===== src/rtl/apb_slv_memory_ws.sv =====
// APB4 slave memory with a programmable wait-state count, byte-strobe writes and PSLVERR on bad accesses.
// Optional write protection of the low WPROT_LIMIT words is enabled by defining APB_MEM_WPROT_EN.
module apb_slv_memory_ws #(
    parameter int DATA_SIZE   = 32,
    parameter int ADDR_SIZE   = 8,
    parameter int DEPTH       = 64,
    parameter int WAIT_STATES = 2,
    parameter int WPROT_LIMIT = 4
) (
    input  logic                   PCLK,
    input  logic                   PRESETn,
    input  logic [ADDR_SIZE-1:0]   PADDR,
    input  logic                   PSEL,
    input  logic                   PENABLE,
    input  logic                   PWRITE,
    input  logic [DATA_SIZE-1:0]   PWDATA,
    input  logic [DATA_SIZE/8-1:0] PSTROBE,
    output logic                   PREADY,
    output logic [DATA_SIZE-1:0]   PRDATA,
    output logic                   PSLVERR
);

    localparam int NUM_LANES = DATA_SIZE / 8;
    localparam int IDX_W     = (DEPTH > 1) ? $clog2(DEPTH) : 1;

`ifdef APB_MEM_WPROT_EN
    localparam bit PROT_EN = 1'b1;
`else
    localparam bit PROT_EN = 1'b0;
`endif

    typedef enum logic [1:0] {
        S_IDLE,
        S_WAIT,
        S_DONE
    } state_t;

    state_t               r_state;
    state_t               w_nextState;
    logic [3:0]           r_cnt;
    logic [3:0]           w_nextCnt;
    logic                 w_eval;
    logic                 w_commit;
    logic                 w_outOfRange;
    logic                 w_err;
    logic [IDX_W-1:0]     w_idx;
    logic                 r_pready;
    logic                 r_pslverr;
    logic [DATA_SIZE-1:0] r_prdata;
    logic [DATA_SIZE-1:0] r_mem [DEPTH];

    assign w_idx        = PADDR[IDX_W-1:0];
    assign w_outOfRange = 32'(PADDR) >= 32'(DEPTH);
    assign w_err        = w_outOfRange | (PROT_EN & PWRITE & (32'(PADDR) < 32'(WPROT_LIMIT)));

    always_ff @(posedge PCLK or negedge PRESETn) begin
        if (!PRESETn) begin
            r_state <= S_IDLE;
            r_cnt   <= 4'd0;
        end else begin
            r_state <= w_nextState;
            r_cnt   <= w_nextCnt;
        end
    end

    // A fresh setup phase in WAIT restarts the wait count; dropping PSEL abandons the transfer.
    always_comb begin
        w_nextState = r_state;
        w_nextCnt   = r_cnt;
        w_eval      = 1'b0;
        w_commit    = 1'b0;
        case (r_state)
            S_IDLE: begin
                if (PSEL && !PENABLE) begin
                    w_nextState = S_WAIT;
                    w_nextCnt   = 4'(WAIT_STATES);
                end
            end
            S_WAIT: begin
                if (!PSEL) begin
                    w_nextState = S_IDLE;
                end else if (!PENABLE) begin
                    w_nextCnt = 4'(WAIT_STATES);
                end else if (r_cnt != 4'd0) begin
                    w_nextCnt = r_cnt - 4'd1;
                end else begin
                    w_nextState = S_DONE;
                    w_eval      = 1'b1;
                end
            end
            S_DONE: begin
                w_nextState = S_IDLE;
                w_commit    = PSEL & PENABLE & PWRITE & ~r_pslverr;
            end
            default: begin
                w_nextState = S_IDLE;
            end
        endcase
    end

    // Response is latched when the wait count expires so it is stable for the whole PREADY cycle.
    always_ff @(posedge PCLK or negedge PRESETn) begin
        if (!PRESETn) begin
            r_pready  <= 1'b0;
            r_pslverr <= 1'b0;
            r_prdata  <= '0;
        end else begin
            r_pready  <= w_eval;
            r_pslverr <= w_eval & w_err;
            if (w_eval) begin
                r_prdata <= (!w_err && !PWRITE) ? r_mem[w_idx] : '0;
            end
        end
    end

    always_ff @(posedge PCLK) begin
        if (w_commit) begin
            for (int i = 0; i < NUM_LANES; i++) begin
                if (PSTROBE[i]) begin
                    r_mem[w_idx][8*i +: 8] <= PWDATA[8*i +: 8];
                end
            end
        end
    end

    assign PREADY  = r_pready;
    assign PSLVERR = r_pslverr;
    assign PRDATA  = r_prdata;

endmodule

===== config.mk =====
export PLATFORM = sky130hd
export DESIGN_NAME = apb_slv_memory_ws
export DESIGN_NICKNAME = d
export VERILOG_FILES = /design/src/rtl/apb_slv_memory_ws.sv
export SDC_FILE = /design/constraint.sdc
export NUM_CORES = 2
export LEC_CHECK = 0
export ABC_AREA = 1
export CAP_MARGIN = 20
export CELL_PAD_IN_SITES_DETAIL_PLACEMENT = 0
export CELL_PAD_IN_SITES_GLOBAL_PLACEMENT = 2
export CORE_MARGIN = 4
export CORE_UTILIZATION = 45
export CTS_CLUSTER_DIAMETER = 120
export DETAILED_ROUTE_END_ITERATION = 8
export PLACE_DENSITY_LB_ADDON = 0.08
export RECOVER_POWER = 25
export SYNTH_ARGS = -nofsm -noshare
export SYNTH_HDL_FRONTEND = slang
export SYNTH_SLANG_ARGS = --single-unit
export TNS_END_PERCENT = 20

===== constraint.sdc =====
create_clock -name PCLK -period 3.6 [get_ports PCLK]
set_clock_uncertainty 0.2 [all_clocks]
set_input_delay 0.36 -clock PCLK [delete_from_list [all_inputs] [get_ports PCLK]]
set_output_delay 0.36 -clock PCLK [all_outputs]
set_load 0.03 [all_outputs]

Yosys cells after proc, flatten, opt, wreduce, memory -nomap -nowiden
Memory sizes are Yosys's and may differ from the RTL's.
Cells that the tools add are included.
{ "word_totals": {"in_bits": 49, "word_cells": 58, "ramBits": 2048, "regBits": 40, "memories": 1, "output_inout_bits": 34} }
{ "classes": {"n_lt_le_gt_ge": 1, "n_bitwise": 5, "addsub": 1, "n_eq_ne": 7, "reduce_logical": 10, "mux": 28} }
{ "mem_list": {"columns": ["memory", "depth", "width", "rd", "rd_ports_with_merged_regs", "write_ports", "line", "rtl"], "rows": [
  ["r_mem", 64, 32, 1, 0, 1, "50", "logic [DATA_SIZE-1:0] r_mem [DEPTH];"]
]} }
{ "ops": {"columns": ["operator", "count"], "rows": [
  ["$mux W32", 1],
  ["$mux W1", 17],
  ["$mux W4", 4],
  ["$ne A3 B3 Y1 const B", 3],
  ["$ge A8 B7 Y1 const B", 1],
  ["$mux W2", 4],
  ["$pmux W4 S2", 1],
  ["$and A1 B1 Y1", 4],
  ["$ne A2 B2 Y1 const B", 2],
  ["$pmux W2 S2", 1],
  ["$reduce_and A4 Y1", 1],
  ["$reduce_bool A4 Y1", 1],
  ["$sub A4 B1 Y4 const B", 1],
  ["$logic_not A1 Y1", 3],
  ["$reduce_and A3 Y1", 1],
  ["$eq A2 B1 Y1 const B", 1],
  ["$eq A2 B2 Y1 const B", 1],
  ["$logic_and A1 B1 Y1", 2],
  ["$logic_not A2 Y1", 1],
  ["$reduce_bool A2 Y1", 1],
  ["$not A1 Y1", 1]
]} }

Longest topological paths before layout
{ "logic_depth": {"word_depth": 6, "mapped_depth": 13} }

Worst setup path before layout
OpenSTA, ideal clock, no wires.
{ "synth_timing": {"path_type": "register to register", "start": "register r_pslverr, in the netlist PSLVERR", "end": "memory r_mem[10][0], enable pin", "setup_slack_ns": 1.180, "arrival_ns": 1.850, "required_ns": 3.030, "setup_time_ns": 0.370, "path_stages_with_launch": 5, "cell_sequence": "dfrtp_1 > nor4_1 > nand2_1 > clkbuf_1 > nor2_1"} }
{ "synth_via": {"elab_chain_len": 5} }
{ "synth_rtl": {"columns": ["element", "line", "rtl"], "rows": [
  ["start: declaration", "48", "logic r_pslverr;"],
  ["start signal: assignment", "109", "r_pslverr <= w_eval & w_err;"],
  ["$not A1 Y1", "93", "w_commit = PSEL & PENABLE & PWRITE & ~r_pslverr;"],
  ["$and A1 B1 Y1", "93", null],
  ["$mux W1", "72", "case (r_state)"],
  ["$mux W1", "117", "if (w_commit) begin"],
  ["$mux W1 (not written as such)", "120", "r_mem[w_idx][8*i +: 8] <= PWDATA[8*i +: 8];"],
  ["end: declaration", "50", null]
]} }
Every way passes these cells.

Worst setup path after layout
{ "layout_timing": {"start": "input port PWDATA[15]", "end": "memory r_mem[7][15] (data pin)"} }
{ "layout_rtl": {"columns": ["element", "line", "rtl"], "rows": [
  ["start: declaration", "16", "input logic [DATA_SIZE-1:0] PWDATA,"]
]} }
Straight into the memory's write port.

==> impl_summary.txt <==
----------------------------------------------------
[Setup path]
  Largest fanout of any net on the critical path ... 64
  Worst flop-to-flop path endpoint ... r_mem[29][18]
  Data arrival time of the critical path ... 3.06 ns
  Path length in cells of the critical path ... 2
  Cell depth of the worst flop-to-flop path ... 6
  Kind of cell adding the most delay to the critical path ... buffers and inverters
  Critical Path Start Type ... input port
  Count of buffering cells on the critical path with inverters included ... 2
  Timing endpoint of the critical path ... r_mem[7][15]
  Required arrival time at the worst endpoint ... 3.53 ns
  Launching element of the worst setup path ... PWDATA[15]
  Worst reg-to-reg setup slack ... 0.92 ns
  CP peak stage delay ... 2.46 ns
  Cell at the slowest stage of the critical path ... clkbuf_1
  CP Capture Type ... flip-flop
  Cell-by-cell listing of the critical path ... buf_2 -> clkbuf_1
  RR Startpoint ... r_state[0]
  Category of the most critical setup path ... in2reg

[Status]
  Failing checks ... capacitance limit, slew limit
  Run status ... finished with violations

[Synth]
  Average cell area after synthesis ... 10.2 µm²
  Sequential fraction of the synthesis area ... 0.691
  Synthesized flop and latch total ... 2088
  Yosys warning total ... 0
  Number of instances in the synthesized netlist ... 8897
  Unique cell type count in the Yosys netlist ... 28
  Mapped Area ... 0.0905 mm²
  Syn_nets ... 8948

[Place]
  Cell total after placement ... 11700
  Placed wire-length estimate ... 181 mm
  Final RePlAce weighted congestion ... 0.841
  Count of input and output buffers ... 82
  Instance area at placement ... 0.0972 mm²
  Place WS ... -0.230 ns

[STA]
  Sum of negative setup slack ... 0 ns
  Setup ws final ... 0.472 ns
  Final worst-path cycle share ... 0.869
  Hold slack final ... 0.183 ns
  Setup repair after global routing missed its margin ... false
  Highest Clock Rate ... 320 MHz
  Setup-failing EPs final ... 0
  Final critical delay including setup and external delays ... 3.13 ns
  Worst-Margin Slew ... 3.63 ns
  Max_slew headroom ... -1.42
  Slew Limit Fails ... 939
  Final-report hold violation count ... 0

[Drt]
  Number of design-rule violations left by the first detailed-router iteration ... 5601
  Post-DR vias/cell ... 4.96
  Average routed wire per standard cell ... 23.4 µm
  Overall routed net length ... 285 mm
  Residual antenna-violating net count after detailed routing ... 0
  Router iterations before antenna repair ... 6
  Total vias in the final route ... 60500
  DRC violations left ... 0

[Layout]
  Share of layout cells above drive strength 1 ... 0.102
  Final Core Density ... 0.524
  Post-route cell area ... 0.105 mm²
  Total number of nets in the final design ... 9386
  Post-route insts no fill ... 12200
  Area overhead of the layout relative to synthesis ... 15.8%

[Global route]
  Total GRT Usage ... 0.270
  Total grt overflow ... 0
  Number of global-route vias before repair ... 57800
  First-pass GRT wire length ... 409 mm
  Maximum number of pins on one net before global-route repair ... 138
  Number of antenna violations at the first check in global routing ... 28

[Power]
  Sum of internal, switching and leakage power ... 52.6 mW
  Fraction of power spent switching nets ... 0.221
  Leakage power figure ... 45.9 nW
  Switching component of the power ... 11.6 mW
  Clk network pwr share ... 0.437
  Areal power density over the cells ... 502 mW/mm²
  Sequential share of power ... 0.509
  Cell Int Power ... 41.0 mW
  Peak ir drop on the vdd network ... 0.451 mV
  Power share of the combinational group ... 0.054

[Floorplanning]
  Floorplan row count ... 164
  Die width ... 456 µm
  Count of pins on the block boundary ... 83
  Initial cell density of the core ... 0.453
  Area of the die ... 0.208 mm²
  Placeable core region ... 0.200 mm²
  Y dimension of the die ... 456 µm

[Run]
  Reported max-cap violation count ... 21

[Clocking]
  Buffer cell driving the clock tree root ... clkbuf_16
  Total CTS buffers ... 224
  Clock latency reported for the late side of the worst-skew pair ... 0.85 ns
  # Post-CTS Setup Buffers ... 0
  TritonCTS clock tree ... done
  Number of levels in the clock H-tree ... 4
  Clock edge transition at the registers on the reported setup and hold paths ... 0.06 ns
  Maximum buffer depth of the clock tree ... 3
  Sink Count ... 2088

[Worst hold path]
  Worst min-delay path class ... in2reg

----------------------------------------------------
repair_timing:
| item | 4_1_cts | 5_1_grt |
|---|---|---|
| resized for setup | 0 | 0 |
| hold buffers | 26 | 2 |
| hold endpoints to repair | 739 | 84 |
power groups by stage:
stage / Clock, mW / Combinational (mW) / Sequential [mW]
floorplan: 0 / 1.29 / 27.3
global placement: 0 / 2.83 / 27.3
detailed placement: 0 / 2.83 / 27.3
CTS: 23.4 / 2.87 / 26.8
global route: 24.4 / 3.09 / 26.8
finish: 23.0 / 2.83 / 26.8
sequential cells by signal (all words and copies together), names as in the netlist:
signal	cells
PRDATA	32
PREADY	1
PSLVERR	1
r_cnt	4
r_mem	2048
r_state	2
cell usage in the layout (no fill, tap or decap), drive strengths merged, types with 102 or more instances in the layout:
cell type / count
buf: 500
clkbuf: 320
clkinv: 102
edfxtp: 2048
inv: 1878
nand2: 2729
nand3: 963
nor2: 404
o21ai: 258
or2: 128
logic make-up after synthesis:
| logic type | count (synthesis) | synth area share |
|---|---|---|
| AO/OA/AOI/OAI | 292 | 0.0170 |
| XOR/XNOR | 1 | 0.0000968 |
| adder cells (fa/ha/maj) | 2 | 0.000277 |
| buffers and inverters | 2275 | 0.0986 |
| flip-flops | 2088 | 0.691 |
| AND/OR/NAND/NOR | 4239 | 0.193 |
worst min-delay path by stage:
stage / end / startpoint / slack (ns) / depth (start not counted)
floorplan: PRDATA[0] / PRESETn / -0.14 / 0
detailed placement: PRDATA[21] / PRDATA[21] / 0.31 / 2
finish: PRDATA[6] / PWRITE / 0.18 / 4
global route: PRDATA[4] / PWRITE / 0.15 / 4
CTS: r_mem[44][25] / PWDATA[25] / 0.01 / 2
global placement: PRDATA[20] / PRDATA[20] / 0.32 / 2
layer usage:
metal  vias to the layer above  global-route usage  share of wire
li1                      29000                   -              -
met1                     29400               0.367           0.43
met2                      1783               0.447           0.48
met3                       373              0.0468          0.064
met4                        16              0.0803          0.030
met5                         -                   0        0.00035
layout make-up:
class,instances,area (µm²)
Clock inverter,135,1260
Fill cell,18000,95100
Tap cell,2656,3320
Sequential cell,2088,62500
Inverter,1874,7060
Clock buffer,283,6020
Timing Repair Buffer,613,5410
Antenna cell,12,30.0
Multi-Input combinational cell,4534,19100
cells in the mapped netlist (all sizes together):
master  number  area share
nor4         2     0.00021
o21ai      258       0.014
nand2     2729        0.11
nor2       404       0.017
a31oi        1    0.000069
nor3        12     0.00072
nor3b        1    0.000083
clkbuf     112      0.0046
xor2         1    0.000097
nand3      963       0.053
edfxtp    2048        0.68
or2        128      0.0088
a21oi        1    0.000055
o211ai      32      0.0027
inv       1874       0.078
ha           2     0.00028
dfrtp       40       0.011
buf        289       0.016
Note: power is estimated with default switching activity, not from simulation.
